`src/rtl/ps2_pkg.sv`:
```
// Shared Set-2 scancode constants, decoder state and key-event type for ps2_scancode.
package ps2_pkg;

  localparam logic [7:0] SC_EXT     = 8'hE0;
  localparam logic [7:0] SC_BRK     = 8'hF0;
  localparam logic [7:0] SC_PAUSE   = 8'hE1;
  localparam logic [7:0] SC_ACK     = 8'hFA;
  localparam logic [7:0] SC_BAT     = 8'hAA;
  localparam logic [7:0] SC_ECHO    = 8'hEE;
  localparam logic [7:0] SC_RESEND  = 8'hFE;
  localparam logic [7:0] SC_OVR_LO  = 8'h00;
  localparam logic [7:0] SC_OVR_HI  = 8'hFF;

  // Bytes after E1 that make up the rest of the pause sequence.
  localparam logic [2:0] PAUSE_TAIL = 3'd7;

  typedef enum logic [2:0] {
    ST_IDLE,
    ST_EXT,
    ST_BRK,
    ST_EXT_BRK,
    ST_PAUSE
  } ps2_state_e;

  typedef struct packed {
    logic [7:0] code;
    logic       ext;
    logic       rel;
  } ps2_ev_t;

  localparam int EV_W = $bits(ps2_ev_t);

  function automatic logic is_proto(input logic [7:0] b);
    return (b == SC_ACK) || (b == SC_BAT) || (b == SC_ECHO) || (b == SC_RESEND);
  endfunction

endpackage

```
`src/rtl/ps2_event_fifo.sv`:
```
// First-word-fall-through key-event FIFO; a push into a full FIFO succeeds only
// when a pop happens in the same cycle.
module ps2_event_fifo
  import ps2_pkg::*;
#(
  parameter int DEPTH = 4
) (
  input  logic            clk,
  input  logic            rst,
  input  logic            push,
  input  logic [EV_W-1:0] wdata,
  input  logic            pop,
  output logic [EV_W-1:0] rdata,
  output logic            full,
  output logic            empty,
  output logic            push_ok
);

  localparam int AW = $clog2(DEPTH);

  logic [EV_W-1:0] mem [DEPTH];
  logic [AW:0]     wr_ptr, rd_ptr;
  logic            do_pop;

  assign empty   = (wr_ptr == rd_ptr);
  assign full    = (wr_ptr[AW] != rd_ptr[AW]) && (wr_ptr[AW-1:0] == rd_ptr[AW-1:0]);
  assign do_pop  = pop & ~empty;
  assign push_ok = push & (~full | do_pop);
  // Head reads zero while empty so the event outputs are clean out of reset.
  assign rdata   = empty ? '0 : mem[rd_ptr[AW-1:0]];

  always_ff @(posedge clk) begin
    if (rst) begin
      wr_ptr <= '0;
      rd_ptr <= '0;
    end else begin
      if (push_ok) wr_ptr <= wr_ptr + (AW+1)'(1);
      if (do_pop)  rd_ptr <= rd_ptr + (AW+1)'(1);
    end
  end

  always_ff @(posedge clk) begin
    if (push_ok) mem[wr_ptr[AW-1:0]] <= wdata;
  end

endmodule

```
`src/rtl/ps2_scancode.sv`:
```
// Set-2 scancode decoder: strips E0/F0/E1 prefixes and queues key events.
// Define TYPEMATIC_FILTER_EN to drop repeated makes of a key already held.
module ps2_scancode
  import ps2_pkg::*;
#(
  parameter int DEPTH = 4,
  parameter int ERR_W = 8
) (
  input  logic             clk,
  input  logic             rst,
  input  logic [7:0]       byte_in,
  input  logic             byte_valid,
  input  logic             frame_err,
  output logic [7:0]       ev_code,
  output logic             ev_ext,
  output logic             ev_rel,
  output logic             ev_valid,
  input  logic             ev_ready,
  output logic [7:0]       last_make,
  output logic             overflow,
  output logic             kb_overrun,
  output logic [ERR_W-1:0] err_cnt
);

  ps2_state_e state, state_nxt;
  logic [2:0] skip_cnt, skip_nxt;
  logic       dec_push, push, push_ok, err_inc, ovr_set;
  logic       fifo_full, fifo_empty;
  ps2_ev_t    dec_ev, head;

  always_ff @(posedge clk) begin
    if (rst) begin
      state    <= ST_IDLE;
      skip_cnt <= '0;
    end else begin
      state    <= state_nxt;
      skip_cnt <= skip_nxt;
    end
  end

  always_comb begin
    state_nxt = state;
    skip_nxt  = skip_cnt;
    dec_push  = 1'b0;
    dec_ev    = '{byte_in, 1'b0, 1'b0};
    err_inc   = 1'b0;
    ovr_set   = 1'b0;
    if (byte_valid) begin
      if (frame_err) begin
        state_nxt = ST_IDLE;
        skip_nxt  = '0;
        err_inc   = 1'b1;
      end else if (state == ST_PAUSE) begin
        // Pause tail bytes are swallowed whatever their value.
        if (skip_cnt <= 3'd1) begin
          dec_push  = 1'b1;
          dec_ev    = '{SC_PAUSE, 1'b1, 1'b0};
          state_nxt = ST_IDLE;
          skip_nxt  = '0;
        end else begin
          skip_nxt = skip_cnt - 3'd1;
        end
      end else if (byte_in == SC_OVR_LO || byte_in == SC_OVR_HI) begin
        state_nxt = ST_IDLE;
        ovr_set   = 1'b1;
      end else if (!is_proto(byte_in)) begin
        unique case (state)
          ST_IDLE: begin
            if (byte_in == SC_EXT) state_nxt = ST_EXT;
            else if (byte_in == SC_BRK) state_nxt = ST_BRK;
            else if (byte_in == SC_PAUSE) begin
              state_nxt = ST_PAUSE;
              skip_nxt  = PAUSE_TAIL;
            end else dec_push = 1'b1;
          end
          ST_EXT: begin
            if (byte_in == SC_BRK) state_nxt = ST_EXT_BRK;
            else if (byte_in != SC_EXT) begin
              dec_push  = 1'b1;
              dec_ev    = '{byte_in, 1'b1, 1'b0};
              state_nxt = ST_IDLE;
            end
          end
          ST_BRK: begin
            dec_push  = 1'b1;
            dec_ev    = '{byte_in, 1'b0, 1'b1};
            state_nxt = ST_IDLE;
          end
          ST_EXT_BRK: begin
            dec_push  = 1'b1;
            dec_ev    = '{byte_in, 1'b1, 1'b1};
            state_nxt = ST_IDLE;
          end
          default: state_nxt = ST_IDLE;
        endcase
      end
    end
  end

`ifdef TYPEMATIC_FILTER_EN
  logic [511:0] held;
  logic [8:0]   key;
  logic         filt;

  assign key  = {dec_ev.ext, dec_ev.code};
  // The pause event has no break, so it never enters the held map.
  assign filt = (state != ST_PAUSE);
  assign push = dec_push & ~(filt & ~dec_ev.rel & held[key]);

  always_ff @(posedge clk) begin
    if (rst || ovr_set) held <= '0;
    else if (dec_push && filt) held[key] <= ~dec_ev.rel;
  end
`else
  assign push = dec_push;
`endif

  ps2_event_fifo #(.DEPTH(DEPTH)) u_fifo (
    .clk     (clk),
    .rst     (rst),
    .push    (push),
    .wdata   (dec_ev),
    .pop     (ev_ready),
    .rdata   (head),
    .full    (fifo_full),
    .empty   (fifo_empty),
    .push_ok (push_ok)
  );

  assign ev_code  = head.code;
  assign ev_ext   = head.ext;
  assign ev_rel   = head.rel;
  assign ev_valid = ~fifo_empty;

  always_ff @(posedge clk) begin
    if (rst) begin
      last_make  <= '0;
      overflow   <= 1'b0;
      kb_overrun <= 1'b0;
      err_cnt    <= '0;
    end else begin
      if (push_ok && !dec_ev.rel) last_make <= dec_ev.code;
      if (push && !push_ok) overflow <= 1'b1;
      if (ovr_set) kb_overrun <= 1'b1;
      if (err_inc && err_cnt != '1) err_cnt <= err_cnt + ERR_W'(1);
    end
  end

  logic unused_full;
  assign unused_full = fifo_full;

endmodule
```
`config.mk`:
```
export PLATFORM = sky130hd
export DESIGN_NAME = ps2_scancode
export DESIGN_NICKNAME = d
export VERILOG_FILES = /design/src/rtl/ps2_pkg.sv /design/src/rtl/ps2_event_fifo.sv /design/src/rtl/ps2_scancode.sv
export SDC_FILE = /design/constraint.sdc
export NUM_CORES = 1
export LEC_CHECK = 0
export ABC_AREA = 1
export ABC_CLOCK_PERIOD_IN_PS = 4200
export CAP_MARGIN = 20
export CELL_PAD_IN_SITES_DETAIL_PLACEMENT = 0
export CELL_PAD_IN_SITES_GLOBAL_PLACEMENT = 2
export CORE_MARGIN = 2
export CORE_UTILIZATION = 36
export CTS_CLUSTER_SIZE = 24
export DETAILED_ROUTE_END_ITERATION = 8
export PLACE_DENSITY = 0.85
export SETUP_SLACK_MARGIN = 0.15
export SYNTH_ARGS = -nofsm -noshare
export SYNTH_HDL_FRONTEND = slang
export SYNTH_SLANG_ARGS = --single-unit
```
`constraint.sdc`:
```
create_clock -name clk -period 4.2 [get_ports clk]
set_clock_uncertainty 0.05 [all_clocks]
set_input_delay 0.84 -clock clk [delete_from_list [all_inputs] [get_ports clk]]
set_output_delay 0.84 -clock clk [all_outputs]
set_load 0.02 [all_outputs]
```
# --- Word level (Yosys, flattened, before mapping) ---
# Memories as Yosys holds them, arrays and structs flattened. A register that Yosys moved wholly into a read port is not among the register bits.
# Index checks and enable logic that the tools add are counted.
word_totals:
  ramBits: 40
  inputBits: 13
  word_cells: 113
  out_inout_bits: 29
  register_bits: 30
  n_memories: 1
mem_list:
  columns: ["name", "words", "word_bits", "read_ports", "rd_clocked_by_memory_dff", "wr", "line", "rtl"]
  rows:
  - ["u_fifo.mem", 4, 10, 1, 1, 1, "ps2_event_fifo.sv:21", "logic [EV_W-1:0] mem [DEPTH];"]
op_classes:
  bitwise: 5
  n_eq_ne: 25
  n_lt_le_gt_ge: 1
  n_addsub: 4
  n_mux: 52
  reduce_logical: 17
op_table:
  columns: ["op", "n"]
  rows:
  - ["8-bit == test (second input constant)", 8]
  - ["3-bit two-way mux", 19]
  - ["10-bit two-way mux", 5]
  - ["1-bit two-way mux", 19]
  - ["8-bit inequality test (second input constant)", 2]
  - ["2-bit two-way mux", 6]
  - ["3-bit inequality test (second input constant)", 4]
  - ["8-bit by 1-bit adder with 8-bit output (second input constant)", 1]
  - ["8-bit zero test", 1]
  - ["7-bit inequality test (second input constant)", 1]
  - ["7-bit AND reduction", 1]
  - ["3-bit by 1-bit adder with 3-bit output (second input constant)", 2]
  - ["3-bit by 2-bit == test with 1-bit output (second input constant)", 2]
  - ["6-bit inequality test (second input constant)", 1]
  - ["2-bit case mux with 3 select lines", 1]
  - ["3-bit case mux with 2 select lines", 1]
  - ["3-bit nonzero test", 2]
  - ["5-bit AND reduction", 1]
  - ["1-bit logical AND", 4]
  - ["1-bit logical OR", 4]
  - ["4-bit inequality test (second input constant)", 1]
  - ["3-bit by 1-bit == test with 1-bit output (second input constant)", 1]
  - ["3-bit == test", 1]
  - ["3-bit == test (second input constant)", 1]
  - ["other kinds (12)", 15]

# --- Logic depth before layout (Yosys ltp) ---
# Gate-level depths: netlist (run 1).
depth:
  ltp_word: 13
  mapped_depth: 14
  ltp_nobuf: 13

# --- Modules after synthesis ---
# A second synthesis (run 1) with hierarchy kept.
unflattened:
  hier_cells: 404
  hier_area_um2: 3452.1
modules_own_cells:
  columns: ["mod", "area_each_um2", "seq_area_each_um2", "n_inst", "cells_each"]
  rows:
  - ["ps2_event_fifo", 2058.2, 1361.3, 1, 187]
  - ["ps2_scancode", 1393.8, 480.5, 1, 217]

# --- Least setup slack after synthesis (run 1) ---
# Ideal clock, no wire load.
synth_timing:
  kind: "input-to-reg"
  start: "in byte_in[6]"
  end: "mem u_fifo.mem[0][0] (netlist name), enable pin"
  arrival_time_ns: 2.105
  n_path_buf: 0
  path_slack_ns: 1.669
  setup_time_ns: 0.376
  cell_stages: 11
  t_required_ns: 3.774
  cell_sequence: "nand2_2 -> inv_1 -> nand2_1 -> nand2_1 -> nand2_1 -> nand2_1 -> a21oi_1 -> nand2_2 -> nand2_4 -> nand3_2 -> nor2_1"
synth_via:
  elab_chain_len: 13
  word_cells_on_any_way: 28
  classes_between: "eq/ne (9); mux (13); bitwise (1); reduce/logical (5)"
synth_rtl:
  columns: ["element", "line", "rtl"]
  rows:
  - ["start, declared", "ps2_scancode.sv:11", "input logic [7:0] byte_in,"]
  - ["8-bit == test", "ps2_scancode.sv:71", "else if (byte_in == SC_PAUSE) begin"]
  - ["1-bit two-way mux", "ps2_scancode.sv:71", null]
  - ["1-bit two-way mux", "ps2_scancode.sv:70", "else if (byte_in == SC_BRK) state_nxt = ST_BRK;"]
  - ["1-bit two-way mux", "ps2_scancode.sv:69", "if (byte_in == SC_EXT) state_nxt = ST_EXT;"]
  - ["1-bit case mux with 3 select lines", "ps2_scancode.sv:67", "unique case (state)"]
  - ["1-bit two-way mux", "ps2_scancode.sv:66", "end else if (!is_proto(byte_in)) begin"]
  - ["1-bit two-way mux (*)", "ps2_scancode.sv:63", "end else if (byte_in == SC_OVR_LO || byte_in == SC_OVR_HI) begin"]
  - ["1-bit two-way mux (*)", "ps2_scancode.sv:53", "end else if (state == ST_PAUSE) begin"]
  - ["1-bit two-way mux (*)", "ps2_scancode.sv:49", "if (frame_err) begin"]
  - ["1-bit two-way mux (*)", "ps2_scancode.sv:48", "if (byte_valid) begin"]
  - ["1-bit AND (*)", "ps2_event_fifo.sv:28", "assign push_ok = push & (~full | do_pop);"]
  - ["1-bit two-way mux (*)", "ps2_event_fifo.sv:43", "if (push_ok) mem[wr_ptr[AW-1:0]] <= wdata;"]
  - ["1-bit two-way mux (implied by the code) (*)", "ps2_event_fifo.sv:43", null]
  - ["end, declared", "ps2_event_fifo.sv:21", null]
# Mark *: on every way between the ends. The rest lies on a longest branch, timed or not.

==> flow_summary.json, run 1 <==
{
  "ctsHoldBuffers": 0,
  "grt_first_pass_wirelength_mm": 12.52,
  "overflow": 0,
  "finalWorstPathRequiredPeriod_ns": 3.333,
  "r2r_start": "skip_cnt[1]$_SDFFE_PP0P_",
  "cts_made_buffers": 9,
  "crit_slowest_cell": "clkdlybuf4s50_1",
  "grtUsageTotal": 0.1534,
  "min_to": "overflow$_SDFFE_PP0P_",
  "yosysTopAreaCellShare": 0.3396,
  "drtPass1Iterations": 5,
  "final-setup-viol-count": 0,
  "gp_congestion": 0.8138,
  "hold_path.class": "flop to flop",
  "arrival_ns": 2.44,
  "drtAntennaViolNets": 0,
  "p_per_area_nw_per_um2": 437.9,
  "critPathRequiredTime_ns": 3.31,
  "fin_setup_tns_ns": 0,
  "core_area_sq_um": 9639,
  "vias": 2743,
  "routedWlPerCell_um": 12.28,
  "r2r_slack_ns": 1.68,
  "drc_errors": 0,
  "clk_latency_ns": 0.34,
  "place.detailed.hpwl_mm": 5.316,
  "ys_warn_count": 0,
  "ys_seq_area_frac": 0.5207,
  "start_util": 0.3670,
  "drv_cap": 0,
  "vias_per_cell": 4.626,
  "place_area_sq_um": 4076,
  "p_total_w": 0.001870,
  "r2r_cells": 8,
  "root_buffer": "clkbuf_8",
  "netlist_area_sq_um": 3537,
  "cts_resized": 0,
  "antenna_found_initial": 0,
  "critPathMaxStageDelay_ns": 0.59,
  "synth.distinct_cells": 41,
  "synthCells": 413,
  "rsz0062_at_grt": "false",
  "clock_path_buffers": 2,
  "synth_top_cell_by_area": "edfxtp_1",
  "die_area_sq_um": 10630,
  "syn2layout_area_growth_pct": 20.73,
  "r2r-end": "u_fifo.mem[2][1]$_DFFE_PP_",
  "max_freq_mhz": 300.0,
  "grt_pass1_vias": 2551,
  "cp_max_fo": 21,
  "cts_setup_buffers": 0,
  "cts_tree": "done",
  "fin_area_sq_um": 4270,
  "die_x_um": 103.1,
  "outcome": "complete, no violations",
  "slew_headroom": 0.3977,
  "grt_max_degree": 22,
  "drive_above_1_share": 0.1087,
  "die_h_um": 103.1,
  "hold_start": "overflow$_SDFFE_PP0P_",
  "drv_slew": 0,
  "path_clk_slew_ns": 0.08,
  "hold_path_depth": 2,
  "cts.sinks": 72,
  "p_leak_nw": 1.732,
  "h-tree-depth": 3,
  "crit_top_cell": "inv_1",
  "worst_pin_slew_ns": 0.9001,
  "worst_setup_path_start_kind": "flop",
  "pin_count": 42,
  "postSynthAreaPerCell_sq_um": 8.565,
  "num_antenna_cells": 0,
  "rows": 36,
  "synth_nets": 434,
  "path_cells": "buf_4 > inv_1 > nor2_1 > o32ai_1 > nand2_1 > inv_1 > clkdlybuf4s50_1",
  "path_class": "flop to output port",
  "timing_hold_violations_final": 0,
  "cp-end-kind": "output port",
  "utilization": 0.4430,
  "ir_drop_mv": 0.1591,
  "nNetsFinal": 476,
  "synth_area_leaders": "edfxtp_1, dfxtp_1, nor2_1, nand2_1, inv_1",
  "fin_hold_ws_ns": 0.4187,
  "finalWirelength_mm": 7.284,
  "ys_ff_latch": 72,
  "io_buffers": 41,
  "finalCritPeriodShare": 0.7936,
  "drt_first_iter_violations": 150
}
==> layer usage <==
layer / vias up / share of wire / global-route usage
li1: 1428 / - / -
met1: 1256 / 0.50 / 0.2216
met2: 49 / 0.45 / 0.2288
met3: 10 / 0.031 / 0.03525
met4: 0 / 0.012 / 0.04858
met5: - / 0 / 0
==> Yosys cell counts, drive strengths merged <==
library cell / count
nor2: 88
nand2: 78
inv: 60
edfxtp: 40
dfxtp: 32
o21ai: 19
a21oi: 18
nand3: 16
clkbuf: 10
o32ai: 10
ha: 8
a211oi: 5
nand4: 5
nor3: 4
buf: 3
or2: 3
xor2: 3
nor4: 2
xnor2: 2
a21boi: 1
a22o: 1
a31oi: 1
and3: 1
o211ai: 1
o21ba: 1
o21bai: 1
==> state kept, by name, summed over array words and instances, names as in the netlist, named ones only <==
name	cells
err_cnt	8
last_make	8
overflow	1
state	3
u_fifo.mem	40
skip_cnt	3
kb_overrun	1
u_fifo.wr_ptr	3
u_fifo.rd_ptr	3
==> worst max path at each step <==
stage	startpoint	end	cells past startpoint
global route	flop	ev_code[6]	7
global placement	byte_in[5]	u_fifo.mem[2][8]$_DFFE_PP_	12
detailed placement	byte_in[5]	u_fifo.mem[2][7]$_DFFE_PP_	12
CTS	flop	ev_code[7]	7
floorplan	byte_in[6]	u_fifo.mem[0][0]$_DFFE_PP_	11
finish	flop	ev_code[7]	7
==> worst max-delay path: cells and delay by family (launching register included) <==
family	cells	cell delay, ns
flip-flops	1	0.31
AO/OA/AOI/OAI	1	0.33
AND/OR/NAND/NOR	2	0.16
buffers and inverters	4	1.30
==> cells in the final DEF (no fill, tap or decap), types with 4 or more instances in the layout <==
cell type	count
nand2_1	74
clkdlybuf4s50_1	41
inv_1	52
o21ai_0	18
o32ai_1	10
dfxtp_1	32
nand3_1	12
nand3_2	4
edfxtp_1	40
inv_2	8
ha_1	8
clkbuf_8	9
nor2_1	84
a21oi_1	17
nand4_1	4
==> cell families (layout without fill, tap and decap cells) <==
group / count (synthesis) / count (layout) / share of synthesized area
and+or+nand+nor: 197 / 197 / 0.2497
xor gates and xnor gates: 5 / 5 / 0.01238
adders and majority gates: 8 / 8 / 0.02830
buffers and inverters: 73 / 120 / 0.08065
AOI/OAI and AO/OA: 58 / 58 / 0.1082
DFF: 72 / 72 / 0.5207
==> metrics by stage <==
stage	cells	setup WS, ns
3_3_place_gp	577	0.8240
6_report	593	0.8670
4_1_cts	593	0.8360
2_1_floorplan	413	1.669
5_1_grt	593	0.6693
3_5_place_dp	577	0.7113
==> final cells by class <==
class                   count  area, sq um
fillers                   976         5369
flip-flops and latches     72         1842
multi-input cells         268         1410
repair buffers             44        432.9
inverters                  60        225.2
well taps                 133        166.4
clock buffers               9        123.9
clock inverters             7        70.07
==> where the power goes <==
group,internal [W],switching [W]
logic,0.000210,0.000308
clock network,0.000273,0.000257
registers,0.000784,0.0000377
total,0.00127,0.000603
(Power assumes the default switching activity.)
==> run 2: changes to the inputs <==
--- a/config.mk
+++ b/config.mk
@@ -6,15 +6,15 @@
 export NUM_CORES = 1
 export LEC_CHECK = 0
 export ABC_AREA = 1
-export ABC_CLOCK_PERIOD_IN_PS = 4200
+export ABC_CLOCK_PERIOD_IN_PS = 2900
 export CAP_MARGIN = 20
 export CELL_PAD_IN_SITES_DETAIL_PLACEMENT = 0
 export CELL_PAD_IN_SITES_GLOBAL_PLACEMENT = 2
 export CORE_MARGIN = 2
-export CORE_UTILIZATION = 36
+export CORE_UTILIZATION = 30
 export CTS_CLUSTER_SIZE = 24
 export DETAILED_ROUTE_END_ITERATION = 8
-export PLACE_DENSITY = 0.85
+export PLACE_DENSITY = 0.76
 export SETUP_SLACK_MARGIN = 0.15
 export SYNTH_ARGS = -nofsm -noshare
 export SYNTH_HDL_FRONTEND = slang
==> constraint.sdc (replaced) <==
create_clock -name clk -period 2.9 [get_ports clk]
set_clock_uncertainty 0.05 [all_clocks]
set_input_delay 0.58 -clock clk [delete_from_list [all_inputs] [get_ports clk]]
set_output_delay 0.58 -clock clk [all_outputs]
set_load 0.02 [all_outputs]
==> run 2 against run 1 <==
  * Combinational power rose by 51%
  * Setup slack got worse by 0.56 ns
  * Register-to-register slack got worse by 0.82 ns
  * Die area rose by 19%
  * Sequential power rose by 45%
  * Sequential share of layout area fell by 1.7 points
  * Final area rose by 4.3%
  * Via count rose by 1.5%
  * Wire length rose by 10%
  * Non-clock buffer count rose by 6
  * Largest power group unchanged
==> flow_summary.json, run 2 (same netlist as run 1, synthesis figures left out) <==
{
  "outcome": "complete, no violations",
  "drive_above_1_share": 0.1288,
  "grt_max_degree": 21,
  "io_buffers": 41,
  "syn2layout_area_growth_pct": 25.89,
  "path_clk_slew_ns": 0.06,
  "max_freq_mhz": 385.9,
  "core_area_sq_um": 11470,
  "finalWorstPathRequiredPeriod_ns": 2.592,
  "rsz0062_at_grt": "false",
  "r2r_cells": 8,
  "drtPass1Iterations": 4,
  "num_antenna_cells": 0,
  "final_cell_mix": "nor2_1, nand2_1, inv_1, clkdlybuf4s50_1, edfxtp_1",
  "final_common_cell": "nor2_1",
  "cp_max_fo": 20,
  "grt_first_pass_wirelength_mm": 13.25,
  "h-tree-depth": 3,
  "nNetsFinal": 482,
  "hold_path_depth": 2,
  "drv_cap": 0,
  "worst_pin_slew_ns": 0.4940,
  "gp_congestion": 0.8141,
  "clock_path_buffers": 2,
  "drtAntennaViolNets": 0,
  "path_class": "flop to output port",
  "overflow": 0,
  "routedWlPerCell_um": 13.17,
  "antenna_found_initial": 0,
  "fin_setup_tns_ns": 0,
  "clk_latency_ns": 0.34,
  "die_area_sq_um": 12680,
  "p_leak_nw": 1.835,
  "grtUsageTotal": 0.1336,
  "hold_path.class": "flop to flop",
  "drv_slew": 0,
  "n_fill_cell": 1116,
  "cts.sinks": 72,
  "cp-end-kind": "output port",
  "slew_headroom": 0.6682,
  "timing_hold_violations_final": 0,
  "ir_drop_mv": 0.3239,
  "critPathRequiredTime_ns": 2.27,
  "cts_made_buffers": 9,
  "pin_count": 42,
  "grt_pass1_vias": 2648,
  "p_per_area_nw_per_um2": 683.7,
  "finalCritPeriodShare": 0.8936,
  "worst_setup_path_start_kind": "flop",
  "rows": 39,
  "fin_hold_ws_ns": 0.4193,
  "root_buffer": "clkbuf_16",
  "cts_tree": "done",
  "vias": 2784,
  "start_util": 0.3085,
  "finalWirelength_mm": 8.021,
  "drc_errors": 0,
  "largest_reg_flops": 40,
  "place.detailed.hpwl_mm": 5.810,
  "die_h_um": 112.6,
  "multi_input_area_sq_um": 1430,
  "die_x_um": 112.6,
  "ff_latch_area_sq_um": 1843,
  "final-setup-viol-count": 0,
  "drt_first_iter_violations": 169,
  "arrival_ns": 1.96,
  "vias_per_cell": 4.571
}
run 2: layout make-up:
cell class                 count  area share
timing repair buffer          50      0.1096
tap                          143     0.04018
inverter                      60     0.05058
sequential                    72      0.4139
clock buffer                   9     0.05058
multi-input combinational    268      0.3212
clock inverter                 7     0.01405
run 2: what timing repair did:
item                                    CTS  global route
endpoints found under the setup margin   10             6
endpoints found under the hold margin     0             0
hold buffers                              0             0
pin swaps                                 0             0
gates resized for setup                   2             5
buffers inserted                          0             0
run 2: path summary, 6_finish.rpt:
check                           startpoint                         end  slack [ns]
setup reg to reg  skip_cnt[0]$_SDFFE_PP0P_  u_fifo.mem[2][5]$_DFFE_PP_        0.86
setup / recovery                      flop                  ev_code[7]        0.31
hold / removal       overflow$_SDFFE_PP0P_       overflow$_SDFFE_PP0P_        0.42
hold reg to reg      overflow$_SDFFE_PP0P_       overflow$_SDFFE_PP0P_        0.42
run 2: metrics by stage:
| stage | std cells | setup WS, ns | total power (W) | instance area (sq um) | util |
|---|---|---|---|---|---|
| after CTS | 609 | 0.1863 | 0.003076 | 4428 | 0.3861 |
| final | 609 | 0.3084 | 0.003044 | 4453 | 0.3883 |
| after detailed placement | 593 | 0.1667 | 0.001988 | 4134 | 0.3605 |
| after global routing | 609 | 0.1659 | 0.003218 | 4453 | 0.3883 |
| after floorplan | 413 | 0.6287 | 0.001703 | 3537 | - |
| after global placement | 593 | 0.1585 | 0.001988 | 4134 | 0.3605 |
run 2: metal layers:
metal / track usage / wire (um) / up-vias
met2: 0.2036 / 3669 / 42
met4: 0.05122 / 121 / 0
met3: 0.02862 / 268 / 11
met5: 0 / 0 / -
li1: - / - / 1445
met1: 0.1864 / 3962 / 1286
run 2: power by group:
| part | internal, W | switching [W] |
|---|---|---|
| Combinational | 0.000323 | 0.000461 |
| Clock | 0.000597 | 0.000469 |
| Sequential | 0.00114 | 0.0000574 |
| Total | 0.00206 | 0.000988 |
run 2: worst max-delay path, cell delays in order, from the launching register on:
cell and delay (ns):
dfxtp_1 0.35, buf_6 0.19, nor2_1 0.08, o32ai_2 0.28
nand2_1 0.08, inv_1 0.06, clkdlybuf4s50_1 0.59
==> run 3: changes to the inputs <==
--- a/config.mk
+++ b/config.mk
@@ -10,7 +10,6 @@
 export CAP_MARGIN = 20
 export CELL_PAD_IN_SITES_DETAIL_PLACEMENT = 0
 export CELL_PAD_IN_SITES_GLOBAL_PLACEMENT = 2
-export CORE_MARGIN = 2
 export CORE_UTILIZATION = 30
 export CTS_CLUSTER_SIZE = 24
 export DETAILED_ROUTE_END_ITERATION = 8
==> run 3 against run 2 <==
  * Sequential share of layout area hardly changed
  * Non-clock buffer count stayed put
  * Clock power hardly changed
  * Global-route usage is 0.57 points higher
  * Highest routed layer unchanged
  * Largest cell class unchanged
  * Hold slack worse by 0.0033 ns
==> flow_summary.json, run 3 (same netlist as run 1, synthesis figures left out) <==
{
  "outcome": "complete, no violations",
  "rows": 39,
  "crit_end": "ev_code[7]",
  "cts_tree": "done",
  "p_int_w": 0.002122,
  "r2r_start": "skip_cnt[1]$_SDFFE_PP0P_",
  "core_area_sq_um": 11470,
  "h-tree-depth": 3,
  "io_buffers": 41,
  "cts_setup_buffers": 0,
  "grtUsageTotal": 0.1393,
  "crit_slowest_cell": "clkdlybuf4s50_1",
  "critPathMaxStageDelay_ns": 0.59,
  "worst_slack_ns": 0.2782,
  "power_frac_comb": 0.253,
  "max_freq_mhz": 381.4,
  "drv_cap": 0,
  "hold_path.class": "flop to flop",
  "path_class": "flop to output port",
  "cts.sinks": 72,
  "netSwitchingFraction": 0.3100,
  "cts_made_buffers": 9,
  "num_antenna_cells": 0,
  "drv_slew": 0,
  "p_total_w": 0.003076,
  "antenna_found_initial": 0,
  "grt_first_pass_wirelength_mm": 13.35,
  "drt_first_iter_violations": 162,
  "finalCritPeriodShare": 0.9041,
  "fin_setup_tns_ns": 0,
  "clk_latency_ns": 0.33,
  "timing_hold_violations_final": 0,
  "nNetsFinal": 482,
  "critPathRequiredTime_ns": 2.27,
  "vias_per_cell": 4.525,
  "rsz0062_at_grt": "false",
  "worst_setup_path_start_kind": "flop",
  "ir_drop_mv": 0.2690,
  "power_frac_seq": 0.388,
  "r2r_cells": 9,
  "syn2layout_area_growth_pct": 25.93,
  "vias": 2756,
  "gp_congestion": 0.8319,
  "final_common_cell": "nor2_1",
  "overflow": 0,
  "cp-end-kind": "output port",
  "start_util": 0.3085,
  "drc_errors": 0,
  "r2r-end": "u_fifo.mem[1][5]$_DFFE_PP_",
  "r2r_slack_ns": 0.81,
  "place_ws_ns": 0.1345,
  "place.detailed.hpwl_mm": 5.905,
  "drtAntennaViolNets": 0,
  "die_x_um": 110.6,
  "path_clk_slew_ns": 0.06,
  "fin_hold_ws_ns": 0.4161,
  "grt_pass1_vias": 2646,
  "grt_max_degree": 21,
  "die_area_sq_um": 12230,
  "worst_pin_slew_ns": 0.6478,
  "final-setup-viol-count": 0,
  "clockPowerShare": 0.359,
  "path_cells": "buf_6 > nor2_1 > o32ai_1 > nand2_1 > inv_1 > clkdlybuf4s50_1",
  "arrival_ns": 1.99,
  "finalWirelength_mm": 8.098,
  "power_switching_w": 0.0009537,
  "cp_max_fo": 20,
  "drive_above_1_share": 0.1245,
  "root_buffer": "clkbuf_16",
  "pin_count": 42,
  "routedWlPerCell_um": 13.30,
  "p_per_area_nw_per_um2": 690.6,
  "slew_headroom": 0.5643,
  "finalWorstPathRequiredPeriod_ns": 2.622,
  "final_cell_mix": "nor2_1, nand2_1, inv_1, clkdlybuf4s50_1, edfxtp_1",
  "utilization": 0.3884,
  "p_leak_nw": 1.833,
  "clock_path_buffers": 2,
  "drtPass1Iterations": 4,
  "die_h_um": 110.6,
  "largest_reg_flops": 40
}
[run 3: cell count changes in the layout (fill, tap and decap cells not counted), sizes merged]
cell	change
inv	-3
clkinvlp	+1
clkinv	+1
bufinv	+1
[run 3: routing by layer]
layer	track usage	vias up	wire length, um
met5	0	-	0
met4	0.05333	0	99
met3	0.02909	11	227
met2	0.2145	41	3683
met1	0.1916	1257	4088
li1	-	1447	-
[run 3: worst min path at each step]
| stage | start | endpoint | slack, ns | cells past startpoint |
|---|---|---|---|---|
| final | overflow$_SDFFE_PP0P_ | overflow$_SDFFE_PP0P_ | 0.42 | 2 |
| after global routing | overflow$_SDFFE_PP0P_ | overflow$_SDFFE_PP0P_ | 0.44 | 2 |
| after CTS | overflow$_SDFFE_PP0P_ | overflow$_SDFFE_PP0P_ | 0.42 | 2 |
| after detailed placement | overflow$_SDFFE_PP0P_ | overflow$_SDFFE_PP0P_ | 0.41 | 2 |
| after global placement | overflow$_SDFFE_PP0P_ | overflow$_SDFFE_PP0P_ | 0.41 | 2 |
| after floorplan | u_fifo.rd_ptr[2]$_SDFFE_PP0P_ | u_fifo.rd_ptr[2]$_SDFFE_PP0P_ | 0.40 | 2 |
[run 3: power groups by stage]
stage / registers [W] / logic, W / clock network [W]
6_report: 0.00119 / 0.000778 / 0.00110
3_5_place_dp: 0.00121 / 0.000777 / 0
4_1_cts: 0.00119 / 0.000783 / 0.00113
3_3_place_gp: 0.00121 / 0.000773 / 0
2_1_floorplan: 0.00121 / 0.000496 / 0
5_1_grt: 0.00120 / 0.000868 / 0.00117
[run 3: worst max-delay path, delay by kind of cell, from the launching register on]
family	cells	cell delay (ns)
buf+inv	3	0.83
simple gates	2	0.16
compound gates	1	0.32
flops	1	0.34
[run 3: cell type report]
type	instances	area (sq um)
inverter	60	225.2
sequential	72	1843
clock buffer	9	225.2
fill	1167	7013
multi-input combinational	268	1423
tap	143	178.9
clock inverter	7	71.32
timing repair buffer	50	488.0
[run 3: per-stage QoR]
stage / cell area [sq um] / instances
after floorplan: 3537 / 413
after global placement: 4134 / 593
after detailed placement: 4134 / 593
after CTS: 4437 / 609
after global routing: 4454 / 609
final: 4454 / 609
[run 3: repair_timing]
| action | in CTS | in global routing |
|---|---|---|
| setup endpoints to repair | 10 | 3 |
| resized for setup | 2 | 4 |
| hold buffers | 0 | 0 |
| pin swaps | 0 | 0 |
